File: src/rtl/mem_access_arbiter.sv
// Two-requester (read/write) front end onto a single-outstanding memory port.
// Round-robin grant, width/alignment screening, lane placement of write data,
// read data extraction, and a bounded wait for the memory response.
module mem_access_arbiter #(
  parameter int TIMEOUT_CYCLES = 64
) (
  input  logic        clock,
  input  logic        reset,
  input  logic        rd_req_valid,
  output logic        rd_req_ready,
  input  logic [63:0] rd_req_addr,
  input  logic [2:0]  rd_req_memWidth,
  output logic        rd_resp_valid,
  output logic [63:0] rd_resp_data,
  output logic        rd_resp_err,
  input  logic        wr_req_valid,
  output logic        wr_req_ready,
  input  logic [63:0] wr_req_addr,
  input  logic [63:0] wr_req_data,
  input  logic [2:0]  wr_req_memWidth,
  output logic        wr_resp_valid,
  output logic        wr_resp_err,
  output logic        mem_valid,
  input  logic        mem_ready,
  output logic        mem_wen,
  output logic [63:0] mem_addr,
  output logic [63:0] mem_wdata,
  output logic [7:0]  mem_wmask,
  input  logic        mem_rvalid,
  input  logic [63:0] mem_rdata
);

  typedef enum logic [1:0] {IDLE, ISSUE, WAIT, ERR} state_t;

  localparam logic [7:0] TO_LAST = 8'(TIMEOUT_CYCLES - 1);

  state_t      state, state_nxt;
  logic [63:0] addr_q, data_q;
  logic [2:0]  width_q;
  logic        is_wr_q;
  logic        last_wr_q;
  logic [7:0]  cnt_q;

  logic        accept;
  logic [63:0] sel_addr;
  logic [2:0]  sel_width;
  logic        done_ok, done_fail, issuing;

  // Byte-lane enables for an access of 2^width bytes starting at offset.
  function automatic logic [7:0] lane_mask(input logic [2:0] width, input logic [2:0] offset);
    logic [7:0] base;
    case (width)
      3'd0:    base = 8'h01;
      3'd1:    base = 8'h03;
      3'd2:    base = 8'h0F;
      default: base = 8'hFF;
    endcase
    return base << offset;
  endfunction

  // Move the addressed bytes down to bit 0 and zero everything above the access width.
  function automatic logic [63:0] read_align(input logic [63:0] raw, input logic [2:0] width,
                                             input logic [2:0] offset);
    logic [63:0] shifted;
    logic [63:0] result;
    shifted = raw >> {offset, 3'b000};
    case (width)
      3'd0:    result = {56'd0, shifted[7:0]};
      3'd1:    result = {48'd0, shifted[15:0]};
      3'd2:    result = {32'd0, shifted[31:0]};
      default: result = shifted;
    endcase
    return result;
  endfunction

  // Width codes 4..7 are illegal; otherwise the offset must be a multiple of the access size.
  function automatic logic bad_request(input logic [2:0] width, input logic [2:0] offset);
    logic [2:0] low;
    case (width)
      3'd0:    low = 3'b000;
      3'd1:    low = 3'b001;
      3'd2:    low = 3'b011;
      default: low = 3'b111;
    endcase
    return width[2] || ((offset & low) != 3'b000);
  endfunction

  // State register.
  always_ff @(posedge clock) begin
    if (reset) state <= IDLE;
    else       state <= state_nxt;
  end

  // Grant, next-state and completion decode.
  always_comb begin
    state_nxt    = state;
    rd_req_ready = 1'b0;
    wr_req_ready = 1'b0;
    done_ok      = 1'b0;
    done_fail    = 1'b0;
    case (state)
      IDLE: begin
        // On conflict the read wins only if the previous grant went to the write side.
        if (rd_req_valid && (!wr_req_valid || last_wr_q)) rd_req_ready = 1'b1;
        else if (wr_req_valid)                            wr_req_ready = 1'b1;
        if (rd_req_ready || wr_req_ready)
          state_nxt = bad_request(sel_width, sel_addr[2:0]) ? ERR : ISSUE;
      end
      ISSUE: if (mem_ready) state_nxt = WAIT;
      WAIT: begin
        if (mem_rvalid) begin
          done_ok   = 1'b1;
          state_nxt = IDLE;
        end else if (cnt_q == TO_LAST) begin
          done_fail = 1'b1;
          state_nxt = IDLE;
        end
      end
      ERR: begin
        done_fail = 1'b1;
        state_nxt = IDLE;
      end
      default: state_nxt = IDLE;
    endcase
  end

  assign accept    = rd_req_ready || wr_req_ready;
  assign sel_addr  = wr_req_ready ? wr_req_addr : rd_req_addr;
  assign sel_width = wr_req_ready ? wr_req_memWidth : rd_req_memWidth;

  // Request capture, wait counter, grant history and registered responses.
  always_ff @(posedge clock) begin
    if (accept) begin
      addr_q  <= sel_addr;
      data_q  <= wr_req_data;
      width_q <= sel_width;
      is_wr_q <= wr_req_ready;
    end
    if (reset) begin
      last_wr_q     <= 1'b1;
      cnt_q         <= 8'd0;
      rd_resp_valid <= 1'b0;
      rd_resp_data  <= 64'd0;
      rd_resp_err   <= 1'b0;
      wr_resp_valid <= 1'b0;
      wr_resp_err   <= 1'b0;
    end else begin
      rd_resp_valid <= 1'b0;
      wr_resp_valid <= 1'b0;
      if (accept) last_wr_q <= wr_req_ready;
      if (state == WAIT && !mem_rvalid) cnt_q <= cnt_q + 8'd1;
      else                              cnt_q <= 8'd0;
      if (done_ok || done_fail) begin
        if (is_wr_q) begin
          wr_resp_valid <= 1'b1;
          wr_resp_err   <= done_fail;
        end else begin
          rd_resp_valid <= 1'b1;
          rd_resp_err   <= done_fail;
          rd_resp_data  <= done_ok ? read_align(mem_rdata, width_q, addr_q[2:0]) : 64'd0;
        end
      end
    end
  end

  // Memory request outputs are only non-zero while the request is being presented.
  assign issuing   = (state == ISSUE);
  assign mem_valid = issuing;
  assign mem_wen   = issuing && is_wr_q;
  assign mem_addr  = issuing ? {addr_q[63:3], 3'b000} : 64'd0;
  assign mem_wdata = (issuing && is_wr_q) ? (data_q << {addr_q[2:0], 3'b000}) : 64'd0;
  assign mem_wmask = (issuing && is_wr_q) ? lane_mask(width_q, addr_q[2:0]) : 8'd0;

endmodule

File: config.mk
export PLATFORM = sky130hd
export DESIGN_NAME = mem_access_arbiter
export DESIGN_NICKNAME = d
export VERILOG_FILES = /design/src/rtl/mem_access_arbiter.sv
export SDC_FILE = /design/constraint.sdc
export NUM_CORES = 1
export LEC_CHECK = 0
export CORE_AREA = 2 2 185 187
export DETAILED_ROUTE_END_ITERATION = 12
export DIE_AREA = 0 0 187 189
export GPL_TIMING_DRIVEN = 1
export PLACE_DENSITY = 0.7
export SYNTH_ARGS = -nofsm -noshare
export SYNTH_HDL_FRONTEND = slang
export SYNTH_SLANG_ARGS = --single-unit
File: constraint.sdc
create_clock -name clock -period 12.5 [get_ports clock]
set_clock_uncertainty 0.2 [all_clocks]
set_input_delay 2.5 -clock clock [delete_from_list [all_inputs] [get_ports clock]]
set_output_delay 2.5 -clock clock [all_outputs]
set_load 0.02 [all_outputs]
# Word-level counts from Yosys, hierarchy flattened
# Index checks and enable logic that the tools add are counted.
[totals]
register_bits = 211
input_bits = 268
out_inout_bits = 208
[classes]
n_addsub = 1
eq_ne = 11
shifts = 3
mux = 31
n_reduce_logical = 19
bitwise_logic = 4
[ops]
columns = ["op", "n"]
rows = [
  ["two-way mux 64 bit", 4],
  ["case mux 64 bit (3 select lines)", 1],
  ["<< shifter 64 x 6 -> 64 bit", 1],
  ["right shift 64 x 6 -> 64 bit", 1],
  ["case mux 8 bit (3 select lines)", 1],
  ["two-way mux 1 bit", 13],
  ["two-way mux 2 bit", 5],
  ["two-way mux 3 bit", 3],
  ["case mux 3 bit (3 select lines)", 1],
  ["adder 8 x 1 -> 8 bit (second input constant)", 1],
  ["== test 8 x 6 -> 1 bit (second input constant)", 1],
  ["two-way mux 8 bit", 1],
  ["case mux 2 bit (4 select lines)", 1],
  ["<< shifter 8 x 3 -> 8 bit", 1],
  ["== test 3 x 1 -> 1 bit (second input constant)", 2],
  ["== test 3 x 2 -> 1 bit (second input constant)", 2],
  ["zero test 3 bit", 2],
  ["logical OR 1 bit", 5],
  ["== test 2 bit (second input constant)", 2],
  ["inequality test 2 bit (second input constant)", 2],
  ["AND reduction 2 bit", 2],
  ["OR reduction 2 bit", 2],
  ["AND 3 bit", 1],
  ["logical AND 1 bit", 3],
  ["other kinds (8)", 11],
]

# Longest topological paths before layout
# Gate-level depths: netlist of the first run.
[logic_depth]
word_depth = 17
depth_mapped = 7
mapped_depth_nobuf = 5

# Least setup slack after synthesis of the first run
# OpenSTA, ideal clock, no wires.
[synth_timing]
kind = "input port to flip-flop"
startpoint = "input port wr_req_valid"
endpoint = "register addr_q[0] (enable)"
setup_time_ns = 0.786
slack_ns = 0.076
stages = 2
arrival_time_ns = 11.438
required_time_ns = 11.514
cell_sequence = "nor2_1 > nor3_1"
[synth_between]
elab_chain_len = 7
[synth_rtl]
columns = ["item", "line_no", "source"]
rows = [
  ["start, declared", "16", "input logic wr_req_valid,"],
  ["zero test 1 bit", "104", "if (rd_req_valid && (!wr_req_valid || last_wr_q)) rd_req_ready = 1'b1;"],
  ["logical OR 1 bit", "104", ""],
  ["logical AND 1 bit", "104", ""],
  ["two-way mux 1 bit", "104", ""],
  ["two-way mux 1 bit (2 in a row)", "101", "case (state)"],
  ["logical OR 1 bit (*)", "127", "assign accept = rd_req_ready || wr_req_ready;"],
  ["net accept", "44", "logic accept;"],
  ["end signal, assigned", "134", "addr_q <= sel_addr;"],
  ["end, declared", "38", "logic [63:0] addr_q, data_q;"],
]
# The timed path passes the listed nets; every way through them passes the cells marked *. The select of a mux whose other input is x is not followed.
# A chain may end at the register's enable or synchronous reset.

# Final worst setup path of the first run
[layout_timing]
startpoint = "input port wr_req_valid"
endpoint = "output port wr_req_ready"
[layout_between]
elab_chain_len = 6
[layout_rtl]
columns = ["item", "line_no", "source"]
rows = [
  ["zero test 1 bit", "104", ""],
  ["logical OR 1 bit", "104", ""],
  ["logical AND 1 bit", "104", ""],
  ["two-way mux 1 bit (*)", "104", ""],
  ["two-way mux 1 bit (*) (2 in a row)", "101", ""],
  ["end, declared", "17", "output logic wr_req_ready,"],
]
# Every way passes the cells marked *; elsewhere a longest branch is shown, timed or not. The select of a mux whose other input is x is not followed.

==> results of run 1 <==
final cells by class:
class	instances	area, um^2	share of cell area
Tap cell	448	561	0.0320
Clock inverter	15	130	0.00742
Clock buffer	33	751	0.0428
Inverter	7	26.3	0.00150
Sequential cell	211	5550	0.316
Multi-Input combinational cell	718	5700	0.325
Antenna cell	2	5.00	0.000285
Timing Repair Buffer	483	4820	0.275
metrics by stage:
step / setup slack, ns / util
after floorplan: 0.0757 / -
after global placement: 5.10 / 0.500
after detailed placement: 5.00 / 0.500
after CTS: 5.01 / 0.527
after global routing: 4.83 / 0.527
final: 5.02 / 0.527
worst max-delay path by stage:
stage,end,slack (ns),cells after the start
after global placement,wr_req_ready,5.10,4
final,wr_req_ready,5.02,4
after CTS,wr_req_ready,5.01,4
after floorplan,addr_q[0]$_DFFE_PP_,0.08,2
after detailed placement,wr_req_ready,5.00,4
after global routing,wr_req_ready,4.83,4
cell usage in the layout, fill, tap and decap left out, drive strengths merged, types with 9 or more instances in the layout:
master and count:
nor2 82, o211ai 16, a22o 16, nor3 9, o2bb2ai 16, a2bb2oi 16
and3 10, o21ai 31, mux2i 113, dfxtp 79, mux4 16, clkbuf 33
nand2b 26, or4 9, edfxtp 132, and2 70, buf 11, mux2 106
nand2 52, clkinv 10, a21oi 36, clkdlybuf4s50 472
power by group:
part	switching (mW)	internal (mW)
Sequential	0.0453	0.841
Combinational	0.374	0.332
Clock	0.306	0.465
logic make-up (layout without fill, tap and decap cells):
kind of cell | count (synthesis) | count (layout) | share of synthesized area
muxes | 235 | 235 | 0.230
xor gates and xnor gates | 5 | 5 | 0.00374
other | 1 | 5 | 0.000321
buffers and inverters | 93 | 538 | 0.0422
AOI/OAI and AO/OA | 189 | 189 | 0.118
and+or+nand+nor | 285 | 285 | 0.131
DFF | 211 | 211 | 0.474
adders and majority gates | 1 | 1 | 0.00107
sequential cells by signal (all words and copies together) (netlist names):
name           flops
last_wr_q          1
is_wr_q            1
wr_resp_valid      1
data_q            64
cnt_q              8
rd_resp_data      64
addr_q            64
rd_resp_err        1
rd_resp_valid      1
width_q            3
state              2
wr_resp_err        1
synth_stat cells, types with 8 or more instances:
cell	n
o211ai_1	16
nand2_1	51
or4_1	9
clkbuf_1	28
buf_2	30
and2_1	70
nor2_1	81
edfxtp_1	132
o21ai_0	29
o22a_1	8
buf_4	22
o2bb2ai_1	16
mux2i_1	113
a21oi_1	35
a2bb2oi_1	16
mux4_2	16
a221oi_1	8
a32o_1	8
a221o_1	8
and3_1	10
a22o_1	16
nand2b_1	26
mux2_2	106
nand3_1	8
o22ai_1	8
dfxtp_1	79
critical path, stage by stage:
cell and delay (ns):
clkdlybuf4s50_1 0.58, nand3_4 0.73, inv_1 0.28, clkdlybuf4s50_1 0.66
per-layer routing:
layer | track usage | share of wire | vias to the layer above
li1 | - | - | 4683
met1 | 0.267 | 0.38 | 4850
met2 | 0.404 | 0.50 | 479
met3 | 0.0528 | 0.079 | 98
met4 | 0.0922 | 0.042 | 0
met5 | 0 | 0 | -
==> results.yml, run 1 <==
floorplan:
  rows: 67
  io_pins: 476
  start_util: 0.351
  core_area_um2: 33300
  dieArea_um2: 35300
  dieWidth_um: 187
  fp.dieH_um: 189
route:
  drcViolationCount: 0
  drt_iter0_drc: 787
  antenna_left: 0
  drt-wirelength-per-cell_um: 22.1
  firstDrtPassIters: 5
  drt-total-wl_um: 42300
  routed_via_density: 5.27
  via_count: 10110
sta:
  rsz0062_at_grt: "false"
  relSlewSlack: 0.192
  worst_pin_slew_ns: 1.21
  fmax_ghz: 0.134
  finalSetupViolations: 0
  fin_crit_sh: 0.599
  slew_violations: 0
  fin_crit_ns: 7.48
  finalHoldViolCount: 0
  hold_slack_ns: 0.264
  tns_ns: 0
place:
  gp_congestion: 0.892
  dp_hpwl_um: 31100
  io_buffers: 472
  dpl-instance-area_um2: 16700
  placed_cells: 1867
logic_synthesis:
  async_reset_ff_frac: 0
  synth_flop_cell: "edfxtp_1"
  synth-seq-cells: 211
  syn_inst: 1020
  synth-seq-area-share: 0.474
  ys_types: 65
  ys_top_cells_by_area: "edfxtp_1 (34%), dfxtp_1 (14%), mux2_2 (10%)"
  yosysWarnings: 0
  synth_edf_count: 132
  syn_avg_cell_area_um2: 11.5
  synth_top_area_frac: 0.339
  syn_area_um2: 11700
  yosys.area.top_type: "edfxtp_1"
run:
  cap_violations: 0
run_status:
  status: "finished, final reports clean"
global_routing:
  overflow: 0
  grt_pass1_wl_um: 62600
  grt_usage: 0.228
  grt_pass1_vias: 10310
  antenna_found_initial: 2
  grt_max_degree: 133
final_layout:
  nFillCells: 2904
  nets: 1716
  fin_area_um2: 17500
  final_cells: 1917
  area_growth_pct: 50.0
  drive_above_1_share: 0.132
worst_setup_path:
  crit_arrival_ns: 4.78
  reg2reg_depth: 7
  r2r_start: "addr_q[0]$_DFFE_PP_"
  worstPathMaxFanout: 69
  reg2reg_to: "rd_resp_data[41]$_SDFFE_PP0P_"
  critPathLaunch: "wr_req_valid"
  cp-end-kind: "output port"
  r2r_setup_slack_ns: 9.18
  required_ns: 9.80
  path_class: "input pin to output port"
  cp-start-kind: "input pin"
clocking:
  clkLatencyLatePin_ns: 0.53
  tritoncts: "yes"
  clk_pin_slew_ns: 0.06
  post_cts_buffers: 0
  root_buffer: "clkbuf_16"
  post_cts_resized: 0
  cts_max_level: 1
  hold_buffers: 0
  cts_made_buffers: 26
  clockBufferDepth: 3
  numClockSinks: 211
hold_path:
  hold_depth: 1
  worstHoldStart: "rd_resp_data[23]$_SDFFE_PP0P_"
  hold_end: "rd_resp_data[23]$_SDFFE_PP0P_"
  hp-class: "register to register"
pwr:
  powerDensity_nw_per_um2: 135
  p_leak_nw: 6.45
  total_power_mw: 2.36
  vdd_ir_drop_max_uv: 88.9
Note: power is estimated with default switching activity, not from simulation.
==> run 2, diff against run 1 <==
- CORE_AREA: 2 2 185 187 -> 2 2 187 189
- DIE_AREA: 0 0 187 189 -> 0 0 189 191
- PLACE_DENSITY: 0.7 -> 0.66
- clock period: 12.5 -> 7.8 ns (I/O delays scaled with it)
==> results.yml, run 2 (synthesized netlist as in run 1, its figures left out) <==
worst_setup_path:
  crit_arrival_ns: 3.81
  cp-end-kind: "output port"
  cp-start-kind: "input pin"
  worstPathMaxFanout: 69
  reg2reg_to: "rd_resp_data[0]$_SDFFE_PP0P_"
  required_ns: 6.04
  path_class: "input pin to output port"
  reg2reg_depth: 5
  r2r_setup_slack_ns: 4.71
  r2r_start: "addr_q[1]$_DFFE_PP_"
route:
  via_count: 10075
  drt_iter0_drc: 579
  drt-wirelength-per-cell_um: 22.3
  firstDrtPassIters: 7
  antenna_left: 0
  routed_via_density: 5.24
  drcViolationCount: 0
  drt-total-wl_um: 42900
floorplan:
  rows: 68
  dieArea_um2: 36100
  core_area_um2: 34100
  io_pins: 476
  dieWidth_um: 189
  fp.dieH_um: 191
  start_util: 0.343
final_layout:
  nFillCells: 3022
  area_growth_pct: 50.3
  fin_area_um2: 17600
  nets: 1718
  diodes: 0
  drive_above_1_share: 0.135
  final_cell_mix: "clkdlybuf4s50_1 (472), edfxtp_1 (132), mux2i_1 (113)"
  final_common_cell: "clkdlybuf4s50_1"
  reg_top3: "addr_q: 64 flops, data_q: 64 flops, rd_resp_data: 64 flops"
sta:
  fin_crit_sh: 0.714
  finalSetupViolations: 0
  fin_crit_ns: 5.57
  finalHoldViolCount: 0
  rsz0062_at_grt: "false"
  hold_slack_ns: 0.261
  worst_pin_slew_ns: 1.15
  fmax_ghz: 0.180
  relSlewSlack: 0.228
  tns_ns: 0
  slew_violations: 0
clocking:
  post_cts_resized: 0
  hold_buffers: 0
  post_cts_buffers: 0
  cts_max_level: 1
  numClockSinks: 211
  clkLatencyLatePin_ns: 0.53
  cts_made_buffers: 25
  clk_pin_slew_ns: 0.06
  root_buffer: "clkbuf_16"
  tritoncts: "yes"
  clockBufferDepth: 3
run_status:
  status: "finished, final reports clean"
global_routing:
  grt_pass1_vias: 10103
  grt_max_degree: 82
  antenna_found_initial: 0
  grt_usage: 0.227
  grt_pass1_wl_um: 62600
  overflow: 0
hold_path:
  hold_end: "rd_resp_data[16]$_SDFFE_PP0P_"
  hp-class: "register to register"
  hold_depth: 1
  worstHoldStart: "rd_resp_data[16]$_SDFFE_PP0P_"
pwr:
  p_leak_nw: 6.47
  powerDensity_nw_per_um2: 219
  total_power_mw: 3.85
  vdd_ir_drop_max_uv: 133
place:
  dp_hpwl_um: 31800
  io_buffers: 472
  gp_congestion: 0.883
  dpl-instance-area_um2: 16700
run:
  cap_violations: 0
==> run 2: cell count changes in the layout (fill, tap and decap cells not counted), moves of 2 or more <==
| cell | previous run | this run |
|---|---|---|
| clkbuf_16 | 29 | 25 |
| bufinv_16 | 2 | 6 |
| buf_4 | 10 | 14 |
| clkinv_1 | 4 | 1 |
| diode_2 | 2 | 0 |
==> run 2: how the worst max path moves through the flow <==
stage	start	end	slack, ns	cells past startpoint
floorplan	wr_req_valid	addr_q[0]$_DFFE_PP_	0.39	2
global placement	wr_req_valid	wr_req_ready	2.25	4
detailed placement	wr_req_valid	wr_req_ready	2.23	4
CTS	rd_req_valid	wr_req_ready	2.23	5
global route	wr_req_valid	wr_req_ready	2.09	4
finish	rd_req_valid	wr_req_ready	2.23	5
==> run 2: layer usage <==
metal,track usage,vias to the layer above,part of all wire
met5,0,-,0
met4,0.0859,0,0.036
met3,0.0509,82,0.076
met2,0.404,460,0.50
met1,0.266,4858,0.39
li1,-,4675,-
==> run 2: worst max-delay path, stage by stage <==
cell and delay, ns:
clkdlybuf4s50_1 0.47, nand2_1 0.15, nand3_4 0.69, inv_1 0.26, clkdlybuf4s50_1 0.64
==> run 2: cell type report <==
class,count,area (um^2),share of cell area
clock buffers,30,666,0.0379
clock inverters,15,233,0.0132
inverters,7,26.3,0.00150
repair buffers,486,4830,0.275
multi-input cells,718,5710,0.325
well taps,455,569,0.0324
flip-flops and latches,211,5550,0.316
==> run 2: through the flow <==
stage          utilization  std cells  setup WS, ns
6_report             0.515       1922          2.23
5_1_grt              0.515       1922          2.09
4_1_cts              0.515       1922          2.23
3_5_place_dp         0.489       1877          2.23
3_3_place_gp         0.489       1877          2.25
2_1_floorplan            -       1022         0.394
==> run 2: power by group <==
group / total [mW] / leakage [nW] / switching [mW] / internal, mW
combinational: 1.13 / 4.12 / 0.599 / 0.531
clock: 1.29 / 0.436 / 0.481 / 0.805
sequential: 1.43 / 1.91 / 0.0815 / 1.35
total: 3.85 / 6.47 / 1.16 / 2.68
==> run 3, diff against run 2 <==
- clock period: 7.8 -> 5.31 ns (I/O delays scaled with it)
==> results.yml, run 3 (synthesized netlist as in run 1, its figures left out) <==
clocking:
  tritoncts: "yes"
  cts_max_level: 1
  post_cts_buffers: 0
  clockBufferDepth: 3
  root_buffer: "clkbuf_16"
  hold_buffers: 0
  clkLatencyLatePin_ns: 0.53
  clk_pin_slew_ns: 0.06
  numClockSinks: 211
  cts_made_buffers: 26
  post_cts_resized: 0
global_routing:
  grt_use_met3: 0.0536
  grt_max_degree: 133
  grt_pass1_wl_um: 62700
  antenna_found_initial: 1
  grt_pass1_vias: 10006
  busiest_layer: "met2"
  grt_use_met2: 0.409
  grt_usage: 0.226
  gr-usage-met1: 0.266
  overflow: 0
final_layout:
  seq_area_um2: 5550
  drive_above_1_share: 0.135
  nFillCells: 3072
  reg_top3: "addr_q: 64 flops, data_q: 64 flops, rd_resp_data: 64 flops"
  multi_input_area_um2: 5710
  final_cell_mix: "clkdlybuf4s50_1 (472), edfxtp_1 (132), mux2i_1 (113)"
  final_common_cell: "clkdlybuf4s50_1"
  area_growth_pct: 50.5
  fin_area_um2: 17600
  nets: 1720
worst_setup_path:
  r2r_setup_slack_ns: 2.40
  required_ns: 4.05
  reg2reg_to: "rd_resp_data[12]$_SDFFE_PP0P_"
  cp_slowest_cell: "clkdlybuf4s50_1"
  cp-start-kind: "register"
  cp_cell_sequence: "buf_4 > mux2i_1 > mux4_2 > nor2_1 > clkdlybuf4s50_1"
  r2r_start: "addr_q[0]$_DFFE_PP_"
  critPathLaunch: "addr_q[1]$_DFFE_PP_"
  slowest_delay_ns: 0.67
  critPathCapture: "mem_wdata[55]"
  worstPathMaxFanout: 55
  crit_arrival_ns: 3.13
  path_class: "register to output port"
  cp-end-kind: "output port"
  reg2reg_depth: 5
run:
  cap_violations: 0
place:
  dpl-instance-area_um2: 16700
  gp_congestion: 0.909
  io_buffers: 472
  dp_hpwl_um: 31800
floorplan:
  start_util: 0.343
  io_pins: 476
  rows: 68
  fp.dieH_um: 191
  dieArea_um2: 36100
  dieWidth_um: 189
  core_area_um2: 34100
pwr:
  total_power_mw: 5.60
  vdd_ir_drop_max_uv: 225
  p_seq_frac: 0.373
  powerDensity_nw_per_um2: 318
  p_int_mw: 3.90
  switching_share: 0.303
  p_leak_nw: 6.49
  clkPwrFrac: 0.329
  netSwitchingPower_mw: 1.70
  p_comb_frac: 0.298
route:
  routed_via_density: 5.20
  drt-total-wl_um: 42600
  drcViolationCount: 0
  drt-wirelength-per-cell_um: 22.1
  drt_iter0_drc: 756
  via_count: 10019
  firstDrtPassIters: 5
  antenna_left: 0
hold_path:
  hp-class: "register to register"
sta:
  tns_ns: 0
  finalHoldViolCount: 0
  relSlewSlack: 0.217
  slew_violations: 0
  finalSetupViolations: 0
  worst_pin_slew_ns: 1.17
  fin_crit_sh: 0.826
  rsz0062_at_grt: "false"
  fin_crit_ns: 4.39
  fmax_ghz: 0.228
run_status:
  status: "finished, final reports clean"
## run 3: power groups by stage
stage	registers, mW	logic [mW]	clock network [mW]
final	2.09	1.67	1.84
after global routing	2.11	1.78	1.96
after CTS	2.09	1.68	1.89
after detailed placement	2.12	1.67	0
after global placement	2.12	1.66	0
after floorplan	2.09	1.03	0
## run 3: area by class of cell
type / instances / share of cell area
timing repair buffer: 487 / 0.276
multi-input combinational: 718 / 0.324
tap: 455 / 0.0323
sequential: 211 / 0.315
clock inverter: 10 / 0.00562
inverter: 7 / 0.00149
antenna: 1 / 0.000142
clock buffer: 38 / 0.0455
## run 3: worst min path at each step
stage	to	from	slack, ns	cells after the start
global route	rd_resp_data[31]$_SDFFE_PP0P_	rd_resp_data[31]$_SDFFE_PP0P_	0.28	1
global placement	rd_resp_data[21]$_SDFFE_PP0P_	rd_resp_data[21]$_SDFFE_PP0P_	0.25	1
floorplan	cnt_q[0]$_SDFF_PP0_	cnt_q[0]$_SDFF_PP0_	0.24	1
detailed placement	rd_resp_data[17]$_SDFFE_PP0P_	rd_resp_data[17]$_SDFFE_PP0P_	0.25	1
CTS	rd_resp_data[21]$_SDFFE_PP0P_	rd_resp_data[21]$_SDFFE_PP0P_	0.27	1
finish	rd_resp_data[22]$_SDFFE_PP0P_	rd_resp_data[22]$_SDFFE_PP0P_	0.27	1
## run 3: stage by stage
step                      instances  utilization  worst slack, ns  hold WS [ns]
final                          1927        0.516            0.921         0.268
after global routing           1927        0.516            0.741         0.281
after CTS                      1926        0.516            0.874         0.270
after detailed placement       1878        0.489             1.44         0.252
after global placement         1878        0.489             1.43         0.246
after floorplan                1022            -            0.431         0.241
## run 3: critical path, delay by kind of cell (launching register included)
| family | cells | cell delay, ns |
|---|---|---|
| flops | 1 | 0.42 |
| buf+inv | 2 | 1.29 |
| mux | 2 | 0.70 |
| simple gates | 1 | 0.19 |
## run 3: layer usage
metal	routed length (um)	vias up
met5	0	-
met4	1220	0
met3	3400	66
met2	21800	458
met1	16100	4808
li1	-	4687
